File: config.mk
export PLATFORM = sky130hd
export DESIGN_NAME = slice_scheduler
export DESIGN_NICKNAME = d
export VERILOG_FILES = /design/src/rtl/slice_scheduler_pkg.sv /design/src/rtl/slice_scheduler_rr_pick.sv /design/src/rtl/slice_scheduler.sv
export SDC_FILE = /design/constraint.sdc
export NUM_CORES = 1
export LEC_CHECK = 0
export ABC_AREA = 1
export CORE_ASPECT_RATIO = 1.75
export CORE_MARGIN = 2
export CORE_UTILIZATION = 44
export CTS_CLUSTER_SIZE = 16
export DETAILED_ROUTE_END_ITERATION = 8
export PLACE_DENSITY = 0.68
export SLEW_MARGIN = 20
export SYNTH_ARGS = -nofsm -noshare
export SYNTH_HDL_FRONTEND = slang
export SYNTH_SLANG_ARGS = --single-unit
File: constraint.sdc
create_clock -name clk -period 5.1 [get_ports clk]
set_clock_uncertainty 0.1 [all_clocks]
set_input_delay 1.02 -clock clk [delete_from_list [all_inputs] [get_ports clk]]
set_output_delay 1.02 -clock clk [all_outputs]
set_load 0.1 [all_outputs]
File: src/rtl/slice_scheduler_pkg.sv
// Shared types and default constants for the time-sliced round-robin scheduler.
// Holds the FSM state encoding and the index-width helper used by the arbiter.
package slice_scheduler_pkg;

   localparam int unsigned NUM_REQ_DEF    = 4;
   localparam int unsigned SLICE_SIZE_DEF = 4;
   localparam int unsigned SLICE_MAX_DEF  = 10;

   typedef enum logic [1:0] {
      ST_IDLE   = 2'd0,
      ST_OWN    = 2'd1,
      ST_SWITCH = 2'd2
   } state_e;

   // Index width for a requester vector; a single requester still needs one bit.
   function automatic int unsigned idx_width(input int unsigned n);
      return (n > 1) ? 32'($clog2(n)) : 32'd1;
   endfunction

endpackage : slice_scheduler_pkg

File: src/rtl/slice_scheduler_rr_pick.sv
// Combinational round-robin pick: first requesting bit at or after ptr_i,
// searched in circular order. Returns the one-hot choice and its index.
module rr_pick
   import slice_scheduler_pkg::*;
#(
   parameter int unsigned NUM_REQ = NUM_REQ_DEF,
   parameter int unsigned IDX_W   = idx_width(NUM_REQ)
) (
   input  logic [NUM_REQ-1:0] req_i,
   input  logic [IDX_W-1:0]   ptr_i,
   output logic [NUM_REQ-1:0] pick_o,
   output logic [IDX_W-1:0]   pick_idx_o,
   output logic               valid_o
);

   int unsigned      cand;
   logic [IDX_W-1:0] cand_idx;

   // ptr_i is always below NUM_REQ, so a single subtraction wraps the search.
   always_comb begin
      pick_o     = '0;
      pick_idx_o = '0;
      valid_o    = 1'b0;
      cand       = 0;
      cand_idx   = '0;
      for (int unsigned k = 0; k < NUM_REQ; k++) begin
         cand = 32'(ptr_i) + k;
         if (cand >= NUM_REQ) begin
            cand = cand - NUM_REQ;
         end
         cand_idx = IDX_W'(cand);
         if (!valid_o && req_i[cand_idx]) begin
            valid_o          = 1'b1;
            pick_o[cand_idx] = 1'b1;
            pick_idx_o       = cand_idx;
         end
      end
   end

endmodule : rr_pick

File: src/rtl/slice_scheduler.sv
// Time-sliced round-robin scheduler: one owner holds the resource for at most
// SLICE_MAX cycles, followed by a one-cycle turnaround before re-arbitration.
module slice_scheduler
   import slice_scheduler_pkg::*;
#(
   parameter int unsigned NUM_REQ    = NUM_REQ_DEF,
   parameter int unsigned SLICE_SIZE = SLICE_SIZE_DEF,
   parameter int unsigned SLICE_MAX  = SLICE_MAX_DEF
) (
   input  logic                  clk,
   input  logic                  reset,
   input  logic [NUM_REQ-1:0]    req,
   output logic [NUM_REQ-1:0]    grant,
   output logic [SLICE_SIZE-1:0] slice_count,
   output logic                  slice_done,
   output logic                  busy
);

   localparam int unsigned IDX_W = idx_width(NUM_REQ);
   localparam logic [SLICE_SIZE-1:0] CNT_LAST = SLICE_SIZE'(SLICE_MAX - 1);
   localparam logic [IDX_W-1:0]      IDX_LAST = IDX_W'(NUM_REQ - 1);

   if ((SLICE_MAX < 1) || (SLICE_MAX > ((2 ** SLICE_SIZE) - 1))) begin : g_bad_slice_max
      $error("slice_scheduler: SLICE_MAX out of range for SLICE_SIZE");
   end

   state_e                state_q, state_d;
   logic [NUM_REQ-1:0]    grant_q, grant_d;
   logic [SLICE_SIZE-1:0] count_q, count_d;
   logic                  done_q, done_d;
   logic                  busy_q, busy_d;
   logic [IDX_W-1:0]      owner_q, owner_d;
   logic [IDX_W-1:0]      rr_ptr_q, rr_ptr_d;

   logic [NUM_REQ-1:0]    pick;
   logic [IDX_W-1:0]      pick_idx;
   logic                  pick_valid;

   rr_pick #(
      .NUM_REQ (NUM_REQ),
      .IDX_W   (IDX_W)
   ) u_rr_pick (
      .req_i      (req),
      .ptr_i      (rr_ptr_q),
      .pick_o     (pick),
      .pick_idx_o (pick_idx),
      .valid_o    (pick_valid)
   );

   // State and output registers.
   always_ff @(posedge clk) begin
      if (!reset) begin
         state_q  <= ST_IDLE;
         grant_q  <= '0;
         count_q  <= '0;
         done_q   <= 1'b0;
         busy_q   <= 1'b0;
         owner_q  <= '0;
         rr_ptr_q <= '0;
      end else begin
         state_q  <= state_d;
         grant_q  <= grant_d;
         count_q  <= count_d;
         done_q   <= done_d;
         busy_q   <= busy_d;
         owner_q  <= owner_d;
         rr_ptr_q <= rr_ptr_d;
      end
   end

   // Next-state and next-output logic; outputs default to the idle values.
   always_comb begin
      state_d  = state_q;
      grant_d  = '0;
      count_d  = '0;
      done_d   = 1'b0;
      owner_d  = owner_q;
      rr_ptr_d = rr_ptr_q;

      unique case (state_q)
         ST_IDLE, ST_SWITCH: begin
            if (pick_valid) begin
               state_d = ST_OWN;
               grant_d = pick;
               owner_d = pick_idx;
            end else begin
               state_d = ST_IDLE;
            end
         end
         ST_OWN: begin
            // Release and expiry on the same edge collapse into one turnaround.
            if (!req[owner_q] || (count_q == CNT_LAST)) begin
               state_d  = ST_SWITCH;
               done_d   = 1'b1;
               rr_ptr_d = (owner_q == IDX_LAST) ? '0 : owner_q + IDX_W'(1);
            end else begin
               grant_d = grant_q;
               count_d = count_q + SLICE_SIZE'(1);
            end
         end
         default: begin
            state_d = ST_IDLE;
         end
      endcase

      busy_d = |grant_d;
   end

   assign grant       = grant_q;
   assign slice_count = count_q;
   assign slice_done  = done_q;
   assign busy        = busy_q;

endmodule : slice_scheduler

==> metrics <==
H-tree depth 1; IO Count 16; Die Y 69.8 µm; GRT Overall Usage around a fifth; PnR worst setup slack about 2.1 ns; Fmax achieved 339 MHz; ANT cells 0; FF+latch area about 320 µm²; Die W 41.6 µm; cts bufs inserted 3; core area ~2300 µm²; commonest non-fill, non-tap cell in the layout nand2_1; wire per inst roughly 12 µm; max-slew violation total from the final report 0; Routed Antenna Nets 0; area occupied by multi-input gates 708 µm²; nets roughly 190; Max-Cap Viols 0; Tmin final approximately 3.0 ns; synth top area cells dfxtp_1, nand2_1, ha_1; crit end category output pin; crit path kind flop to output pin; status finished, final reports clean; CP max stage delay between 1 and 1.5 ns; final hold vios 0; initial DRC count 21; DRT Pass-1 Iters 4; vias in the first global route 1,040; first-pass GRT wire length between 4 and 5 mm; post-place setup slack around 2.3 ns; final setup fails 0; Post-CTS Resized 0; Top delay family on crit path buffers and inverters; post-synthesis instance total 152; Layout area overhead 21.7%; synthesized area per cell 7.16 µm²; Worst Tran Pin Value between 0.9 and 1 ns; post-synth top area share 29.4%; CP bufs+invs 1; TNS Setup 0 ns; number of clock sinks 16; largest net degree at the start of global routing 11; HPWL after DPL about 1.9 mm; Fill cells around 220; WP data required ~4.0 ns; initial antenna violation count 0; post-CTS setup buffer count 0; Max clock buf depth 2; Synth Cell Area about 1100 µm²; Hold Path Class flop to flop; final WL about 2.4 mm; num rows 23; sequential fraction of the synthesis area 29.4%; Hold Buf Count CTS 0; Synth Warn # 0; headroom to the max-slew limit a little over a third; CP Cell Sequence clkdlybuf4s50_1; commonest non-fill, non-tap cells in the layout nand2_1, dfxtp_1, clkdlybuf4s50_1, inv_1, nand3_1; vias per cell between 5 and 6; Seq cells post-synth 16; Netlist cell types 23; Residual DRC 0; clock latency on the worst-skew pair about 0.25 ns; CP Launch Type flop; cell taking the most area after synthesis dfxtp_1; CTS tree done; Initial Util between 40% and 50%; Critical Path AT ~1.8 ns; die footprint around 2900 µm²; syn_nets around 170; CTS root buffer clkbuf_8; fin util between 50% and 60%; RSZ-0062 raised after global routing no; GRT overflow 0; r2r setup slk between 2 and 3 ns; IO buf count 15; Final period util approximately 58%; CP Max Fanout 5; Reg clk slew, reported paths ~0.060 ns; vias post-DR about 1,000; share of layout cells above drive strength 1 11.1%; Placer Congestion about 0.78; slowest cell on the critical path clkdlybuf4s50_1
[registers in the layout, indices dropped and copies added (netlist names)]
name and cells:
slice_count 4, owner_q 2, busy 1, slice_done 1
grant 4, rr_ptr_q 2, state_q 2
[synthesized netlist by cell type]
library cell / n
nand2_1: 43
dfxtp_1: 16
inv_1: 14
nand3_1: 12
a21oi_1: 10
ha_1: 10
nor2_1: 10
nand2_2: 5
o21ai_0: 5
nand4_1: 4
nor2_2: 3
o211ai_1: 3
a21boi_0: 2
a21boi_1: 2
inv_2: 2
nand2_4: 2
nand3_4: 2
o21ai_1: 2
a41oi_1: 1
nand3b_1: 1
nor2_8: 1
xnor2_1: 1
xor2_1: 1
[cell type report]
cell class,count,share of cell area [%]
Sequential cell,16,24.2
Timing Repair Buffer,15,11.3
Tap cell,25,2.36
Inverter,16,4.53
Multi-Input combinational cell,120,53.4
Clock buffer,4,4.15
[stage by stage]
stage / hold slack, ns / instance area (µm²) / cells
finish: 0.394 / 1330 / 196
global route: 0.428 / 1330 / 196
CTS: 0.399 / 1330 / 196
detailed placement: 0.387 / 1270 / 192
global placement: 0.380 / 1270 / 192
floorplan: 0.424 / 1090 / 152
[path summary, 6_finish.rpt]
kind	from	to	cells past startpoint
hold reg to reg	grant[1]$_SDFF_PN0_	grant[1]$_SDFF_PN0_	2
setup reg to reg	rr_ptr_q[1]$_SDFFE_PN0P_	busy$_SDFF_PN0_	12
setup / recovery	slice_count[0]$_SDFF_PP0_	slice_count[0]	1
hold / removal	grant[1]$_SDFF_PN0_	grant[1]$_SDFF_PN0_	2
[cells by family (layout without fill, tap and decap cells)]
| kind of cell | after synthesis | in the layout | synth area share, % |
|---|---|---|---|
| compound gates | 25 | 25 | 13.4 |
| xor+xnor | 2 | 2 | 1.61 |
| fa+ha+maj | 10 | 10 | 11.5 |
| buf+inv | 16 | 35 | 5.52 |
| flops | 16 | 16 | 29.4 |
| simple gates | 83 | 83 | 38.5 |
[per-layer routing]
metal	share of wire, %	vias to the layer above	GRT usage (%)
met5	0	-	0
met4	4.0	0	12.5
met3	2.4	9	2.60
met2	54	19	33.0
met1	40	473	20.2
li1	-	538	-
Power is not shown: default switching activity piles up to over one toggle a cycle in this logic, so the estimate is an artifact.
